$ cat config.mk
export PLATFORM = sky130hd
export DESIGN_NAME = lbist_tpg_flat
export DESIGN_NICKNAME = d
export VERILOG_FILES = /design/src/rtl/lbist_pkg.sv /design/src/rtl/lbist_tpg_if.sv /design/src/rtl/lbist_lfsr12.sv /design/src/rtl/lbist_tpg.sv /design/src/flat_wrapper.sv
export SDC_FILE = /design/constraint.sdc
export NUM_CORES = 1
export LEC_CHECK = 0
export ABC_CLOCK_PERIOD_IN_PS = 3200
export BUFFER_PORTS_ARGS = -buffer_cell sky130_fd_sc_hd__buf_2
export CAP_MARGIN = 20
export CELL_PAD_IN_SITES_DETAIL_PLACEMENT = 1
export CELL_PAD_IN_SITES_GLOBAL_PLACEMENT = 1
export CORE_ASPECT_RATIO = 1.1
export CORE_MARGIN = 2
export CORE_UTILIZATION = 44
export CTS_BUF_LIST = sky130_fd_sc_hd__clkbuf_4
export DETAILED_ROUTE_END_ITERATION = 8
export PLACE_DENSITY = 0.9
export REMOVE_ABC_BUFFERS = 1
export SLEW_MARGIN = 40
export SYNTH_ARGS = -nofsm -noshare
export SYNTH_HDL_FRONTEND = slang
export SYNTH_HIERARCHICAL = 1
export SYNTH_SLANG_ARGS = --single-unit
$ cat constraint.sdc
create_clock -name clk -period 3.2 [get_ports clk]
set_clock_uncertainty 0.1 [all_clocks]
set_input_delay 0 -clock clk [delete_from_list [all_inputs] [get_ports clk]]
set_output_delay 0 -clock clk [all_outputs]
set_load 0.05 [all_outputs]
$ cat src/rtl/lbist_pkg.sv
// Shared LBIST definitions: FSM encoding, RV32I encoding constants, program and readback sizes,
// and the LFSR tap mask.
package lbist_pkg;

  typedef enum logic [2:0] {
    StIdle,
    StLoad,
    StRun,
    StRead,
    StCheck
  } lbist_state_e;

  localparam int unsigned ORA_WORDS  = 8;
  localparam int unsigned PROG_WORDS = 17;

  // x^12 + x^6 + x^4 + x + 1 -> state bits 11, 5, 3, 0
  localparam logic [11:0] LFSR_TAPS = 12'h829;

  localparam logic [6:0] OPC_OP_IMM = 7'b0010011;
  localparam logic [6:0] OPC_OP     = 7'b0110011;
  localparam logic [6:0] OPC_STORE  = 7'b0100011;
  localparam logic [6:0] OPC_JAL    = 7'b1101111;

  localparam logic [2:0] F3_ADD = 3'b000;
  localparam logic [2:0] F3_SLL = 3'b001;
  localparam logic [2:0] F3_SW  = 3'b010;
  localparam logic [2:0] F3_SRL = 3'b101;
  localparam logic [2:0] F3_OR  = 3'b110;
  localparam logic [2:0] F3_AND = 3'b111;

  localparam logic [6:0] F7_BASE = 7'b0000000;
  localparam logic [6:0] F7_SUB  = 7'b0100000;

  function automatic logic [31:0] enc_r(logic [6:0] f7, logic [4:0] rs2, logic [4:0] rs1,
                                        logic [2:0] f3, logic [4:0] rd);
    return {f7, rs2, rs1, f3, rd, OPC_OP};
  endfunction

  function automatic logic [31:0] enc_i(logic [11:0] imm, logic [4:0] rs1, logic [2:0] f3,
                                        logic [4:0] rd);
    return {imm, rs1, f3, rd, OPC_OP_IMM};
  endfunction

  function automatic logic [31:0] enc_s(logic [11:0] imm, logic [4:0] rs2, logic [4:0] rs1);
    return {imm[11:5], rs2, rs1, F3_SW, imm[4:0], OPC_STORE};
  endfunction

  // The operands go in raw as 12-bit immediates; the core sign-extends them like the analyzer.
  function automatic logic [31:0] prog_word(logic [4:0] k, logic [11:0] r1, logic [11:0] r2);
    logic [31:0] w;
    w = '0;
    if (k >= 5'd8 && k <= 5'd15) begin
      w = enc_s({7'd0, k[2:0], 2'b00}, k - 5'd7, 5'd0);
    end else begin
      case (k)
        5'd0:    w = enc_i(r1, 5'd0, F3_ADD, 5'd1);
        5'd1:    w = enc_i(r2, 5'd0, F3_ADD, 5'd2);
        5'd2:    w = enc_r(F7_BASE, 5'd2, 5'd1, F3_ADD, 5'd3);
        5'd3:    w = enc_r(F7_SUB, 5'd2, 5'd1, F3_ADD, 5'd4);
        5'd4:    w = enc_r(F7_BASE, 5'd2, 5'd1, F3_AND, 5'd5);
        5'd5:    w = enc_r(F7_BASE, 5'd2, 5'd1, F3_OR, 5'd6);
        5'd6:    w = enc_i({F7_BASE, 5'd1}, 5'd1, F3_SLL, 5'd7);
        5'd7:    w = enc_i({F7_BASE, 5'd1}, 5'd2, F3_SRL, 5'd8);
        5'd16:   w = {20'd0, 5'd0, OPC_JAL};
        default: w = '0;
      endcase
    end
    return w;
  endfunction

endpackage

$ cat src/rtl/lbist_tpg_if.sv
// Signal bundle between the LBIST pattern generator and its core / memory / analyzer environment.
interface lbist_tpg_if;
  logic        bist_start;
  logic        bist_busy;
  logic        imem_we;
  logic [31:0] imem_addr;
  logic [31:0] imem_wdata;
  logic        core_rst;
  logic [31:0] dmem_raddr;
  logic        inst_end;
  logic [11:0] random_value_1;
  logic [11:0] random_value_2;
  logic        P_F;
  logic        bist_done;
  logic        bist_pass;

  modport master (
    input  bist_start, P_F,
    output bist_busy, imem_we, imem_addr, imem_wdata, core_rst, dmem_raddr, inst_end,
           random_value_1, random_value_2, bist_done, bist_pass
  );

  modport slave (
    output bist_start, P_F,
    input  bist_busy, imem_we, imem_addr, imem_wdata, core_rst, dmem_raddr, inst_end,
           random_value_1, random_value_2, bist_done, bist_pass
  );
endinterface

$ cat src/rtl/lbist_lfsr12.sv
// 12-bit Fibonacci LFSR with a never-zero seed and state; steps once per cycle with step high.
module lbist_lfsr12
  import lbist_pkg::*;
#(
  parameter logic [11:0] SEED = 12'h001
) (
  input  logic        clk,
  input  logic        rst,
  input  logic        step,
  output logic [11:0] state,
  output logic [11:0] state_nxt
);

  localparam logic [11:0] Init = (SEED == 12'h000) ? 12'h001 : SEED;

  logic [11:0] state_q;
  logic [11:0] shifted;

  always_comb begin
    shifted   = {state_q[10:0], ^(state_q & LFSR_TAPS)};
    state_nxt = (shifted == 12'h000) ? 12'h001 : shifted;
  end

  always_ff @(posedge clk or posedge rst) begin
    if (rst) begin
      state_q <= Init;
    end else if (step) begin
      state_q <= state_nxt;
    end
  end

  assign state = state_q;

endmodule

$ cat src/rtl/lbist_tpg.sv
// LBIST test-pattern generator: loads a short program into instruction memory, runs the core,
// then opens the readback window. Define LBIST_MULTI_ROUND_EN to run ROUNDS rounds per start.
module lbist_tpg
  import lbist_pkg::*;
#(
  parameter logic [11:0] SEED1      = 12'h123,
  parameter logic [11:0] SEED2      = 12'h456,
  parameter int unsigned RUN_CYCLES = 64,
  parameter int unsigned ROUNDS     = 4
) (
  input logic         clk,
  input logic         Rst,
  lbist_tpg_if.master bus
);

`ifdef LBIST_MULTI_ROUND_EN
  localparam int unsigned NumRounds = ROUNDS;
`else
  // Single round; ROUNDS has no effect in this build.
  localparam int unsigned NumRounds = (ROUNDS * 0) + 1;
`endif

  lbist_state_e state_q, state_d;
  logic [31:0]  cnt_q, cnt_d;
  logic [31:0]  round_q, round_d;
  logic         acc_q, acc_d;
  logic         pass_q, pass_d;
  logic [11:0]  rv1_q, rv1_d, rv2_q, rv2_d;
  logic         step;
  logic [11:0]  lfsr1, lfsr1_nxt, lfsr2, lfsr2_nxt;

  lbist_lfsr12 #(.SEED(SEED1)) u_lfsr1 (
    .clk       (clk),
    .rst       (Rst),
    .step      (step),
    .state     (lfsr1),
    .state_nxt (lfsr1_nxt)
  );

  lbist_lfsr12 #(.SEED(SEED2)) u_lfsr2 (
    .clk       (clk),
    .rst       (Rst),
    .step      (step),
    .state     (lfsr2),
    .state_nxt (lfsr2_nxt)
  );

  always_comb begin
    state_d = state_q;
    cnt_d   = cnt_q;
    round_d = round_q;
    acc_d   = acc_q;
    pass_d  = pass_q;
    rv1_d   = rv1_q;
    rv2_d   = rv2_q;
    step    = 1'b0;
    unique case (state_q)
      StIdle: begin
        if (bus.bist_start) begin
          state_d = StLoad;
          cnt_d   = '0;
          round_d = '0;
          acc_d   = 1'b1;
          rv1_d   = lfsr1;
          rv2_d   = lfsr2;
        end
      end
      StLoad: begin
        if (cnt_q == PROG_WORDS - 1) begin
          state_d = StRun;
          cnt_d   = '0;
        end else begin
          cnt_d = cnt_q + 32'd1;
        end
      end
      StRun: begin
        if (cnt_q == RUN_CYCLES - 1) begin
          state_d = StRead;
          cnt_d   = '0;
        end else begin
          cnt_d = cnt_q + 32'd1;
        end
      end
      StRead: begin
        // The 9th readback cycle carries the analyzer verdict.
        if (cnt_q == ORA_WORDS) begin
          cnt_d = '0;
          acc_d = acc_q & bus.P_F;
          if (round_q == NumRounds - 1) begin
            state_d = StCheck;
            pass_d  = acc_q & bus.P_F;
          end else begin
            state_d = StLoad;
            round_d = round_q + 32'd1;
            step    = 1'b1;
            rv1_d   = lfsr1_nxt;
            rv2_d   = lfsr2_nxt;
          end
        end else begin
          cnt_d = cnt_q + 32'd1;
        end
      end
      StCheck: begin
        step    = 1'b1;
        state_d = StIdle;
      end
      default: state_d = StIdle;
    endcase
  end

  always_ff @(posedge clk or posedge Rst) begin
    if (Rst) begin
      state_q <= StIdle;
      cnt_q   <= '0;
      round_q <= '0;
      acc_q   <= 1'b0;
      pass_q  <= 1'b0;
      rv1_q   <= '0;
      rv2_q   <= '0;
    end else begin
      state_q <= state_d;
      cnt_q   <= cnt_d;
      round_q <= round_d;
      acc_q   <= acc_d;
      pass_q  <= pass_d;
      rv1_q   <= rv1_d;
      rv2_q   <= rv2_d;
    end
  end

  assign bus.bist_busy      = (state_q != StIdle);
  assign bus.imem_we        = (state_q == StLoad);
  assign bus.imem_addr      = (state_q == StLoad) ? {cnt_q[29:0], 2'b00} : '0;
  assign bus.imem_wdata     = (state_q == StLoad) ? prog_word(cnt_q[4:0], rv1_q, rv2_q) : '0;
  assign bus.core_rst       = (state_q != StRun);
  assign bus.inst_end       = (state_q == StRead);
  assign bus.dmem_raddr     = (state_q == StRead && cnt_q < ORA_WORDS) ? {cnt_q[29:0], 2'b00}
                                                                       : '0;
  assign bus.bist_done      = (state_q == StCheck);
  assign bus.bist_pass      = pass_q;
  assign bus.random_value_1 = rv1_q;
  assign bus.random_value_2 = rv2_q;

endmodule

$ cat src/flat_wrapper.sv
// flat-port wrapper written by rule: the top's interface ports become plain ports
module lbist_tpg_flat import lbist_pkg::*;
#(
  parameter logic [11:0] SEED1      = 12'h123,
  parameter logic [11:0] SEED2      = 12'h456,
  parameter int unsigned RUN_CYCLES = 64,
  parameter int unsigned ROUNDS     = 4
)
  (clk, Rst, bus_bist_start, bus_P_F, bus_bist_busy, bus_imem_we, bus_imem_addr, bus_imem_wdata, bus_core_rst, bus_dmem_raddr, bus_inst_end, bus_random_value_1, bus_random_value_2, bus_bist_done, bus_bist_pass);
  lbist_tpg_if bus_i ();
  input logic clk;
  input logic Rst;
  input wire logic [$bits(bus_i.bist_start)-1:0] bus_bist_start;
  input wire logic [$bits(bus_i.P_F)-1:0] bus_P_F;
  output wire logic [$bits(bus_i.bist_busy)-1:0] bus_bist_busy;
  output wire logic [$bits(bus_i.imem_we)-1:0] bus_imem_we;
  output wire logic [$bits(bus_i.imem_addr)-1:0] bus_imem_addr;
  output wire logic [$bits(bus_i.imem_wdata)-1:0] bus_imem_wdata;
  output wire logic [$bits(bus_i.core_rst)-1:0] bus_core_rst;
  output wire logic [$bits(bus_i.dmem_raddr)-1:0] bus_dmem_raddr;
  output wire logic [$bits(bus_i.inst_end)-1:0] bus_inst_end;
  output wire logic [$bits(bus_i.random_value_1)-1:0] bus_random_value_1;
  output wire logic [$bits(bus_i.random_value_2)-1:0] bus_random_value_2;
  output wire logic [$bits(bus_i.bist_done)-1:0] bus_bist_done;
  output wire logic [$bits(bus_i.bist_pass)-1:0] bus_bist_pass;
  assign bus_i.bist_start = bus_bist_start;
  assign bus_i.P_F = bus_P_F;
  assign bus_bist_busy = bus_i.bist_busy;
  assign bus_imem_we = bus_i.imem_we;
  assign bus_imem_addr = bus_i.imem_addr;
  assign bus_imem_wdata = bus_i.imem_wdata;
  assign bus_core_rst = bus_i.core_rst;
  assign bus_dmem_raddr = bus_i.dmem_raddr;
  assign bus_inst_end = bus_i.inst_end;
  assign bus_random_value_1 = bus_i.random_value_1;
  assign bus_random_value_2 = bus_i.random_value_2;
  assign bus_bist_done = bus_i.bist_done;
  assign bus_bist_pass = bus_i.bist_pass;
  lbist_tpg #(.SEED1(SEED1), .SEED2(SEED2), .RUN_CYCLES(RUN_CYCLES), .ROUNDS(ROUNDS)) u_core (.clk(clk), .Rst(Rst), .bus(bus_i));
endmodule
==> metrics.md <==
| Metric | Value |
|---|---|
| Num Clock Sinks | about 120 |
| Vias/cell | 5.521 |
| Clk_lat worst skew | 0.55 ns |
| PnR Total Power | 0.002645 W |
| Die Wd | 124.3 um |
| Ports | 130 |
| Ys Warns | 6 |
| Setup crit start kind | flip-flop |
| First-pass GRT wire length | ~32000 um |
| Synth area leader | dfrtp_1 |
| CTS tree | yes |
| Clock slew at reported path FFs | 0.12 ns |
| Placed cell count | approximately 1.0k |
| Syn Std Cell Area | 7000 um^2 |
| Post-Synth XOR/XNOR Area | 6.256% |
| Cell Chain, Critical Path | inv_2, ha_1, or3b_1, or4_1, a211oi_2, o22ai_2, buf_4, a41oi_1, a31oi_1 |
| Die area | approximately 17000 um^2 |
| Starting density of the core | 44.83% |
| Worst slew pin tran | 0.7260 ns |
| Post-synth cell types | 60 |
| Power density over the cells | 337.9 nW/um^2 |
| TritonRoute pass-1 iters | 4 |
| Initial detailed-routing violation count | 274 |
| Hold path cells | 4 |
| Largest net degree at the start of global routing | 51 |
| CTS buffer count | 17 |
| Family with the most delay on the worst path | compound AO/OA/AOI/OAI gates |
| Ant. Diodes | 0 |
| Crit end category | flip-flop |
| Mux share of post-synthesis cell area | 7.113% |
| Tmin final | 2.964 ns |
| CP max stage delay | 0.45 ns |
| Critical Path Fanout Max | 18 |
| Num rows | 48 |
| Synth Area in Compound Gates | 9.044% |
| Post-synth top area share | 38.61% |
| Tcrit/Tclk final | 92.61% |
| Htree depth | 4 |
| Critical path class | reg2reg |
| Commonest cells after routing, fill and taps aside | dfrtp_1, buf_2, nor2_1 |
| WL per Instance | between 15 and 20 um |
| Outcome | complete, no violations |
| Cells after Synth | 796 |
| Sequential share of the synthesized area | a little over two fifths |
| Post-route ant nets | 0 |
| Total congestion overflow | 0 |
| Layout cells sized above 1 | between 20 and 25% |
| Worst reg2reg endpoint | u_core/cnt_q[5]$_DFFE_PP0P_ |
| Fin cells | 1084 |
| HP Start | bus_P_F |
| Drt drc | 0 |
| Slew HR | roughly half |
| DR vias | ~6k |
| Clock Path Buffers | 2 |
| CP max stage cell | or4_1 |
| Min-delay worst type | in2reg |
| FF-to-FF path depth | 9 |
| Flops & latches, synth | 117 |
| Final Hold Vio Count | 0 |
| Synth top area cells | dfrtp_1, nor2_1, buf_4, xor2_1, nand2_1 |
| Synth-to-layout area growth | 11.81% |
| Hpwl dp | approximately 14000 um |
| Gpl congestion | 0.8503 |
| Syn Area/Cell | 8.795 um^2 |
| Synth Flop Type | dfrtp_1 |
| Leakage | 3.464 nW |
| CORE AREA | 15620 um^2 |
| Final TNS setup | 0 ns |
| Fin nets | 882 |
| Final worst slack | 0.2365 ns |
| Pins over their slew limit | 0 |
| Simple-gate portion of the synthesized area | 25.31% |
| Critical Path RT | 3.52 ns |
| CP Buf/Inv Count | 2 |
| Fmax | 0.3374 GHz |
| Commonest non-fill, non-tap cell in the layout | dfrtp_1 |
| Routed Wire Length | 19240 um |
| Hold Crit Endpoint | u_core/bus.bist_pass$_DFFE_PP0P_ |
| Synth Area in Adders | 1.251% |
| RSZ-0062 raised after global routing | no |
| Worst vdd ir | around 0.25 mV |
| Die Ht | roughly 140 um |
| Main combinational cell family by area after synthesis | simple AND/OR/NAND/NOR gates |
| Vias in the first global route | 6245 |
| Initial antenna violation count | 0 |
| Max-cap viol count | 0 |
| Final setup violation count | 0 |
| Total GRT Usage | 23.37% |
| Asr flop ratio synth | 100.0% |
| FF-to-FF setup slack | between 0.2 and 0.25 ns |
| Reg2reg start | u_core/cnt_q[1]$_DFFE_PP0P_ |
| EDFF count, synth | 0 |
| Post-CTS setup buffers | 0 |
| # port buffers | 95 |
| Place WS | 0.2282 ns |
| Worst Path Arrival | 3.29 ns |
| Clk root buf | clkbuf_4 |
==> flip-flops by register name, indices dropped and copies added, names as in the netlist <==
name and cells:
u_core/bus.bist_pass 1, u_core/state_q 3, u_core/acc_q 1, u_core/bus.random_value_2 12, u_core/u_lfsr2/state 12, u_core/u_lfsr1/state 12, u_core/cnt_q 32, u_core/bus.random_value_1 12
u_core/round_q 32
==> final cells by class <==
cell class	instances	area (um^2)
inverters	23	91.34
repair buffers	125	728.2
clock inverters	15	125.1
fillers	1896	7787
clock buffers	17	127.6
well taps	200	250.2
multi-input cells	587	3566
flip-flops and latches	117	2939
==> kinds of logic after synthesis <==
group	Yosys count
buffers and inverters	125
other	1
flip-flops	117
adder cells (fa/ha/maj)	7
multiplexers	47
AO/OA/AOI/OAI	97
AND/OR/NAND/NOR	352
XOR/XNOR	50
==> tightest hold or removal path: cells and delay by family <==
family,cells,cell delay (ns)
buffers and inverters,2,0.66
and+or+nand+nor,1,0.07
AOI/OAI and AO/OA,1,0.07
==> worst max path at each step <==
stage / startpoint / end / slack [ns] / cells after the start
5_1_grt: u_core/cnt_q[1]$_DFFE_PP0P_ / bus_imem_wdata[5] / 0.008 / 11
4_1_cts: u_core/cnt_q[1]$_DFFE_PP0P_ / bus_imem_wdata[5] / 0.04 / 11
6_report: u_core/cnt_q[1]$_DFFE_PP0P_ / u_core/cnt_q[5]$_DFFE_PP0P_ / 0.24 / 9
2_1_floorplan: u_core/state_q[2]$_DFFE_PP0P_ / bus_imem_wdata[5] / -1.34 / 5
3_5_place_dp: u_core/cnt_q[1]$_DFFE_PP0P_ / u_core/cnt_q[5]$_DFFE_PP0P_ / 0.23 / 9
3_3_place_gp: u_core/cnt_q[1]$_DFFE_PP0P_ / u_core/cnt_q[5]$_DFFE_PP0P_ / 0.34 / 9
==> synthesized netlist by cell type, drive strengths merged (5+ instances only) <==
cell    instances
dfstp           9
xor2           33
nor2           84
nand3          38
mux2i          25
nor4           23
buf            47
and4            8
and3           18
mux2           22
o21ai          37
and2           33
nand4          17
nand2b          5
a21oi          16
a31oi           8
nand2          76
ha              7
xnor2          17
clkbuf         55
nor3           29
dfrtp         108
inv            23
a22oi          11
==> per-stage QoR <==
step | instance area (um^2) | hold WS [ns] | util [%]
after floorplan | 6581 | -0.2389 | -
after global placement | 7512 | -0.04243 | 48.11
after CTS | 7823 | 0.1505 | 50.10
final | 7828 | 0.1934 | 50.13
after detailed placement | 7516 | -0.01825 | 48.13
after global routing | 7828 | 0.2123 | 50.13
==> layer usage <==
layer  wire [um]  part of all wire (%)  up-vias  global-route usage (%)
met3         936                   4.9       23                   5.549
li1            -                     -     2827                       -
met1        8027                    42     2995                   28.14
met2        9939                    52      140                   41.14
met5           0                     0        -                       0
met4         340                   1.8        0                   8.240
==> report_power, final <==
group	switching, W	internal, W	leakage [nW]
Sequential	0.0000125	0.00149	1.37
Clock	0.000649	0.000323	0.127
Combinational	0.000153	0.0000214	1.96
Total	0.000815	0.00183	3.46
==> timing repair <==
| action | in CTS | in global routing |
|---|---|---|
| endpoints found under the setup margin | 1 | 3 |
| endpoints found under the hold margin | 141 | 0 |
| hold buffers | 5 | 0 |
| pin swaps | 0 | 1 |
| resized for setup | 2 | 2 |
(Power assumes the default switching activity.)
